===== src/rtl/gate_vector_sequencer.sv =====
// Clocked stimulus/capture sequencer for the 3-input basic-gate block.
// Steps {a,b,c} through 000..111, holding each for DWELL cycles and recording y per vector.
module gate_vector_sequencer #(
   parameter int unsigned DWELL = 10,
   parameter int unsigned NUM_Y = 7,
   parameter bit          LOOP  = 1'b0
) (
   input  logic                 clk,
   input  logic                 rst,
   input  logic                 start,
   input  logic                 abort,
   input  logic [NUM_Y-1:0]     y,
   output logic                 a,
   output logic                 b,
   output logic                 c,
   output logic [2:0]           vec_idx,
   output logic                 vec_valid,
   output logic [8*NUM_Y-1:0]   capture,
   output logic                 busy,
   output logic                 done
);

   localparam int unsigned      CNT_W  = $clog2(DWELL + 1);
   localparam logic [CNT_W-1:0] RELOAD = CNT_W'(DWELL - 1);

   typedef enum logic [1:0] {
      IDLE = 2'd0,
      RUN  = 2'd1,
      DONE = 2'd2
   } state_t;

   state_t           state_q, state_d;
   logic [CNT_W-1:0] cnt_q, cnt_d;
   logic [2:0]       vec_d;
   logic             busy_d, done_d;
   logic             cap_we, cap_clr;

   // Next-state, counter and capture control
   always_comb begin
      state_d = state_q;
      vec_d   = vec_idx;
      cnt_d   = cnt_q;
      cap_we  = 1'b0;
      cap_clr = 1'b0;
      case (state_q)
         IDLE: begin
            if (start && !abort) begin
               state_d = RUN;
               vec_d   = 3'd0;
               cnt_d   = RELOAD;
               cap_clr = 1'b1;
            end
         end
         RUN: begin
            if (cnt_q != '0) begin
               cnt_d = cnt_q - CNT_W'(1);
            end else begin
               cap_we = 1'b1;
               if (vec_idx == 3'd7 && !LOOP) begin
                  state_d = DONE;
               end else begin
                  vec_d = vec_idx + 3'd1;
                  cnt_d = RELOAD;
               end
            end
            // abort still lets a same-edge sample land, then drops to IDLE
            if (abort) begin
               state_d = IDLE;
               vec_d   = 3'd0;
               cnt_d   = '0;
            end
         end
         DONE: begin
            state_d = IDLE;
            vec_d   = 3'd0;
            cnt_d   = '0;
         end
         default: begin
            state_d = IDLE;
            vec_d   = 3'd0;
            cnt_d   = '0;
         end
      endcase
      busy_d = (state_d == RUN);
      done_d = (state_d == DONE);
   end

   // State, index, status and response-table registers
   always_ff @(posedge clk or posedge rst) begin
      if (rst) begin
         state_q <= IDLE;
         vec_idx <= 3'd0;
         cnt_q   <= '0;
         capture <= '0;
         busy    <= 1'b0;
         done    <= 1'b0;
      end else begin
         state_q <= state_d;
         vec_idx <= vec_d;
         cnt_q   <= cnt_d;
         busy    <= busy_d;
         done    <= done_d;
         if (cap_clr) begin
            capture <= '0;
         end else if (cap_we) begin
            for (int i = 0; i < 8; i++) begin
               if (vec_idx == 3'(i)) capture[i*NUM_Y +: NUM_Y] <= y;
            end
         end
      end
   end

   assign {a, b, c} = vec_idx;
   assign vec_valid = (state_q == RUN) && (cnt_q == '0);

endmodule

===== config.mk =====
export PLATFORM = sky130hd
export DESIGN_NAME = gate_vector_sequencer
export DESIGN_NICKNAME = d
export VERILOG_FILES = /design/src/rtl/gate_vector_sequencer.sv
export SDC_FILE = /design/constraint.sdc
export NUM_CORES = 1
export LEC_CHECK = 0
export ABC_CLOCK_PERIOD_IN_PS = 2900
export CAP_MARGIN = 20
export CORE_MARGIN = 2
export CORE_UTILIZATION = 50
export DETAILED_ROUTE_END_ITERATION = 10
export PLACE_DENSITY = 0.8
export SLEW_MARGIN = 20
export SYNTH_ARGS = -nofsm -noshare
export SYNTH_HDL_FRONTEND = slang
export SYNTH_SLANG_ARGS = --single-unit

===== constraint.sdc =====
create_clock -name clk -period 2.9 [get_ports clk]
set_input_delay 0.58 -clock clk [delete_from_list [all_inputs] [get_ports clk]]
set_output_delay 0.58 -clock clk [all_outputs]
set_load 0.03 [all_outputs]

[Yosys cells after proc, flatten, opt, wreduce, memory -nomap -nowiden]
Index checks and enable logic that the tools add are counted.
Word-level totals
  flip-flop bits (word level): 67
  input port bits: 11
Cells by class
  $add $sub $neg: 2
  equality and inequality tests: 14
  mux-type cells: 29
  reductions and logical operators: 26
Operators by type and width (number)
  $mux 56: 2
  $mux 7: 8
  $reduce_and 2->1: 9
  $reduce_bool 2->1: 9
  $mux 4: 4
  $eq 3x3->1 const B: 4
  $mux 3: 4
  $mux 2: 4
  $pmux 4 s2: 1
  $eq 3x2->1 const B: 2
  $ne 3x3->1 const B: 2
  $pmux 3 s2: 1
  $eq 2x1->1 const B: 2
  $logic_not 4->1: 1
  $mux 1: 4
  $ne 4x4->1 const B: 1
  $pmux 2 s2: 1
  $reduce_bool 4->1: 1
  $sub 4x1->4 const B: 1
  $add 3x1->3 const B: 1
  $eq 3x1->1 const B: 1
  $logic_not 3->1: 1
  $reduce_and 3->1: 1
  $eq 2x2->1 const B: 1
  4 further kinds: 5

[Longest topological paths before layout]
Gate-level depths: netlist of the first run.
  word-level depth: 6
  gate-level depth with buffers: 7
  depth with buffers taken out: 5

[Worst setup path after synthesis of the first run]
OpenSTA, ideal clock, no wires.
  kind: flip-flop to output port
  start point: register cnt_q[0]
  end point: output port vec_valid
  data arrival time: 1637 ps
  setup slack: 683 ps
  stages on the path, launching flop included: 6
  path buffers: 1
  cell sequence: dfrtp_1 -> inv_1 -> ha_1 -> or3b_1 -> buf_2 -> nor2_1
On the way
  word-level cells in the longest chain between the ends: 2
Ends and longest elaborated chain
  from (decl): RTL line 33  | logic [CNT_W-1:0] cnt_q, cnt_d;
  from (signal assigned): RTL line 100  | cnt_q <= cnt_d;
  $logic_not 4->1: RTL line 114  | assign vec_valid = (state_q == RUN) && (cnt_q == '0);
  $logic_and 1x1->1: RTL line 114
  to (decl): RTL line 17  | output logic vec_valid,
No other way between the ends.

[Worst setup path in the final report of the first run]
Same ends and word-level chain as after synthesis.

==> metrics.txt, run 1 <==
status=finished clean; crit path capture type=output port; P_leak=1.86 nW; Routed WL per cell=17.1 µm; vias in the first global route=2542; mapped cell area=3180 µm²; standard-cell rows=29; crit path DAT=1870 ps; FILL cells=502; RR Endpoint=capture[8]; period utilization=0.846; core box area=6240 µm²; slew of the pin with the lowest slew margin=479 ps; Power, Total=2.49 mW; largest net degree at the start of global routing=68; reg-to-reg critical path startpoint=state_q[1]; critical path fanouts, max=6; CTS Buf Count=9; CTS Buffer Depth=2; Yosys top cell area share=0.528; Final Hold Vio Count=0; Placed Area=3940 µm²; vias=2683; CTS Sinks=67; H-tree Lvls=3; ant diodes=0; Syn Area/Cell=10.3 µm²; distinct cell type count after synthesis=42; post-synthesis register bit count=67; class of the worst hold path=flop to flop; Die Wd=83.7 µm; worst hold path endpoint=capture[1]; GP Congestion=0.880; final setup vio count=0; setup TNS=0 ps; antenna violations before repair=0; worst-skew pair later-pin latency=340 ps; Initial Util=0.509; Total GRT Usage=0.232; die height=83.7 µm; fraction of layout cells with a size suffix above 1=0.0895; RSZ-0062 raised after global routing=no; First-pass DRT Iterations=5; max cap viols=0; Root Buffer=clkbuf_8; Tmin final=2450 ps; reg2reg setup slack=880 ps; drt total wl=7790 µm; Residual DRC=0; Worst Slack Setup Final=447 ps; Critical Path RT=2320 ps; ANT nets after route=0; Synth Net Count=325; Worst-path clk slew=70 ps; hold slack final=524 ps; PortBufs=75; Slew headroom=0.679; Post-DP HPWL=5430 µm; VDD IR max=0.370 mV; global-route wire length before repair=12900 µm; critical path launch point type=flop; fmax=408 MHz; # IOs=76; Place WS=374 ps; Die ar.=7010 µm²; Hold Crit Depth=2; WS Path Type=flop to output port; R2R depth=4; post-route cell area=4190 µm²; Area growth syn-to-layout=31.9%; hold wc startpoint=capture[1]; DR iter-0 viols=287; Synth area leaders=dfrtp_1, o21ai_1, nand3_1; synthesis warning total=0; cell taking the most area after synthesis=dfrtp_1; Pins Over Slew Limit=0; Nets=393; CTS tree=built; Vias/cell=5.87; PwrDens=594 nW/µm²; grt ovf=0; Clock Skews=8.44 ps; cells after synthesis=307; register area share after synthesis=0.528
[worst max path at each step]
stage	to	slack, ps	startpoint
final	vec_valid	450	cnt_q[0]
after global routing	vec_valid	360	cnt_q[0]
after CTS	vec_valid	30	cnt_q[0]
after detailed placement	capture[8]	370	abort
after global placement	vec_valid	430	cnt_q[0]
after floorplan	busy	640	rst
[logic make-up after synthesis]
group / share of synthesized area
multiplexers: 0.0414
buffers and inverters: 0.0614
AND/OR/NAND/NOR: 0.170
adder cells (fa/ha/maj): 0.0276
AO/OA/AOI/OAI: 0.172
flip-flops: 0.528
[worst max-delay path, stage by stage (launching register included)]
cell and delay [ps]:
dfrtp_1 420, inv_1 70, ha_1 150, or3b_1 460
nor2_1 130, dlymetal6s2s_1 290
[cells in the mapped netlist, drive strengths merged]
| cell type | instances |
|---|---|
| o32a | 2 |
| a21oi | 20 |
| nand3b | 2 |
| nand4bb | 1 |
| nor4bb | 1 |
| o22ai | 1 |
| nor3b | 2 |
| o31a | 1 |
| dfrtp | 67 |
| nor4 | 1 |
| o211a | 1 |
| mux2 | 1 |
| nor4b | 3 |
| o21bai | 1 |
| and3b | 4 |
| ha | 7 |
| nand2b | 2 |
| nor2b | 2 |
| o211ai | 15 |
| o21ai | 42 |
| nor3 | 2 |
| nand2 | 29 |
| buf | 18 |
| and3 | 7 |
| nor2 | 4 |
| inv | 8 |
| or3b | 2 |
| a31o | 4 |
| and2 | 1 |
| a22o | 2 |
| clkbuf | 9 |
| nand3 | 29 |
| or4b | 2 |
| mux2i | 12 |
| o32ai | 2 |
[layer usage]
metal	part of all wire	up-vias	GRT usage
met1	0.44	1327	0.320
met3	0.064	13	0.0534
met2	0.48	101	0.361
met4	0.015	0	0.0821
met5	0	-	0
li1	-	1242	-
[per-stage QoR]
stage,std cells,util
after floorplan,307,-
after global placement,441,0.631
after detailed placement,441,0.631
after CTS,457,0.671
after global routing,457,0.672
final,457,0.672
[power by group]
group | internal [mW] | leakage (nW) | switching (mW)
Clock | 0.596 | 0.126 | 0.362
Combinational | 0.194 | 0.813 | 0.301
Sequential | 0.983 | 0.925 | 0.0544
Total | 1.77 | 1.86 | 0.717
[final cells by class]
| type | count | area, µm² | area share |
|---|---|---|---|
| timing repair buffer | 84 | 833 | 0.199 |
| tap | 77 | 96.3 | 0.0230 |
| clock inverter | 6 | 113 | 0.0269 |
| multi-input combinational | 205 | 1310 | 0.311 |
| sequential | 67 | 1680 | 0.400 |
| inverter | 8 | 30.0 | 0.00716 |
| clock buffer | 10 | 138 | 0.0328 |
[flip-flops by register name (all words and copies together) (netlist names)]
| register | flops |
|---|---|
| capture | 56 |
| cnt_q | 4 |
| vec_idx | 3 |
| state_q | 2 |
| busy | 1 |
| done | 1 |
[layout by cell type, fill, tap and decap left out, types with 3 or more instances in the layout]
| master | netlist | routed |
|---|---|---|
| mux2i_1 | 12 | 12 |
| buf_4 | 4 | 8 |
| a31o_1 | 4 | 4 |
| o21ai_0 | 9 | 9 |
| a21oi_1 | 20 | 20 |
| clkdlybuf4s50_1 | 0 | 74 |
| clkbuf_8 | 0 | 10 |
| o21ai_1 | 33 | 33 |
| ha_1 | 7 | 7 |
| nor2_1 | 4 | 4 |
| nand2_1 | 27 | 27 |
| and3b_1 | 4 | 4 |
| bufinv_16 | 0 | 3 |
| nand3_1 | 29 | 29 |
| o211ai_1 | 15 | 15 |
| dfrtp_1 | 67 | 67 |
| and3_1 | 7 | 7 |
| inv_1 | 8 | 7 |
[repair_timing]
item / in CTS / in global routing
hold buffers: 0 / 0
setup endpoints to repair: 0 / 1
buffers inserted: 0 / 0
resized for setup: 0 / 1
Power figures use the tool's default switching activity.
==> run 2: changes to the inputs <==
Settings changed: ABC_CLOCK_PERIOD_IN_PS 2900 to 2300.
Clock period 2.9 ns to 2.3 ns, I/O delays scaled along.
==> run 2 against run 1 <==
Clock power increased by 13%. Largest cell class unchanged. Combinational power increased by 28%. Critical path type unchanged. Worst setup slack got worse by 340 ps. Highest routed layer unchanged. Routed wire length increased by 1.2%.
==> metrics.txt, run 2 (synthesized netlist as in run 1, its figures left out) <==
commonest non-fill, non-tap cell in the layout=clkdlybuf4s50_1; critical path fanouts, max=5; standard-cell rows=29; CTS Buf Count=9; antenna violations before repair=0; crit-path max cell delay=440 ps; crit-path cells=inv_1 > ha_1 > or3b_4 > nor2_1 > buf_4; biggest regs=capture: 56 flops, cnt_q: 4 flops, vec_idx: 3 flops; Routed WL per cell=17.2 µm; Nets=394; status=finished clean; ANT nets after route=0; RSZ-0062 raised after global routing=no; ant diodes=0; PwrDens=726 nW/µm²; Pins Over Slew Limit=0; Tmin final=2200 ps; Final Hold Vio Count=0; largest net degree at the start of global routing=68; H-tree Lvls=3; Reg with most FFs=capture; CTS tree=built; critical path launch point type=flop; drt total wl=7890 µm; setup TNS=0 ps; max FFs per register=56; Residual DRC=0; # IOs=76; P_leak=1.84 nW; Buf+Inv Stages, Crit Path=2; # placed instances=442; Die Wd=83.7 µm; Root Buffer=clkbuf_8; grt ovf=0; die height=83.7 µm; slowest CP cell=dfrtp_2; Power, Total=3.03 mW; Total GRT Usage=0.235; DR iter-0 viols=183; GP Congestion=0.825; VDD IR max=0.403 mV; Area growth syn-to-layout=31.5%; crit path capture type=output port; FILL cells=499; WS Path Type=flop to output port; crit-path leading delay family=simple AND/OR/NAND/NOR gates; Initial Util=0.509; crit path DAT=1740 ps; fraction of layout cells with a size suffix above 1=0.0971; final setup vio count=0; First-pass DRT Iterations=7; slew of the pin with the lowest slew margin=535 ps; vias=2701; Post-DP HPWL=5460 µm; global-route wire length before repair=13000 µm; max cap viols=0; most frequent cells in the layout=clkdlybuf4s50_1, dfrtp_1, o21ai_1, nand3_1, nand2_1; Util after Layout=0.669; class of the worst hold path=input pin to async pin; CTS Buffer Depth=2; CTS Hold Bufs=0; vias in the first global route=2582; Slew headroom=0.642; Post-Layout Cell Count=458; period utilization=0.955; Critical Path RT=1840 ps; core box area=6240 µm²; worst-skew pair later-pin latency=350 ps; PortBufs=75; CTS Sinks=67; Clock Skews=9.23 ps; Vias/cell=5.90; Worst-path clk slew=80 ps; Die ar.=7010 µm²; fmax=455 MHz
==> run 2: cell types whose count changed in the layout (fill, tap and decap cells not counted), sizes merged <==
cell / previous run / this run
buf: 9 / 11
bufinv: 3 / 2
clkinvlp: 0 / 1
dlymetal6s2s: 1 / 0
==> run 2: area by class of cell <==
cell class / instances / area, µm² / area share
well taps: 77 / 96.3 / 0.0231
repair buffers: 85 / 848 / 0.203
inverters: 8 / 30.0 / 0.00719
clock buffers: 10 / 128 / 0.0305
multi-input cells: 205 / 1310 / 0.313
flip-flops and latches: 67 / 1680 / 0.402
clock inverters: 6 / 90.1 / 0.0216
==> run 2: report_power, final <==
group	total [mW]	switching [mW]	leakage [nW]	internal (mW)
combinational	0.634	0.380	0.809	0.254
sequential	1.32	0.0792	0.924	1.24
clock	1.08	0.466	0.106	0.612
==> run 2: worst min-delay path: stages <==
cell and delay (ps):
clkdlybuf4s50_1 410, inv_2 70, buf_12 310
==> run 2: worst paths after layout <==
check / from / to / slack, ps / cells after the start
setup / recovery: cnt_q[0] / vec_valid / 100 / 5
hold / removal: rst / vec_idx[2] / 500 / 3
setup reg to reg: cnt_q[0] / capture[48] / 370 / 7
hold reg to reg: capture[42] / capture[42] / 520 / 2
max in group asynchronous: rst / cnt_q[0] / 1520 / 3
min in group clk: capture[42] / capture[42] / 520 / 2
==> run 2: stage by stage <==
| step | area (µm²) | hold slack [ps] | setup WS [ps] |
|---|---|---|---|
| finish | 4180 | 498 | 104 |
| global route | 4180 | 535 | 15.2 |
| CTS | 4170 | 500 | 45.5 |
| detailed placement | 3960 | 508 | 125 |
| global placement | 3960 | 510 | 146 |
| floorplan | 3180 | 525 | 157 |
==> run 2: what timing repair did <==
item                                    4_1_cts  5_1_grt
gates resized for setup                       0        2
buffers inserted                              0        0
endpoints found under the setup margin        0        1
==> run 2: metal layers <==
layer	global-route usage	routed length, µm	vias up
met5	0	0	-
met4	0.0953	106	0
met3	0.0415	463	10
met2	0.367	3840	123
met1	0.329	3480	1324
li1	-	-	1244
==> run 3: changes to the inputs <==
Settings changed: CAP_MARGIN 20 to not set.
==> results of run 3 <==
Same layout as run 2: the final DEF is identical, and so are final timing and power.
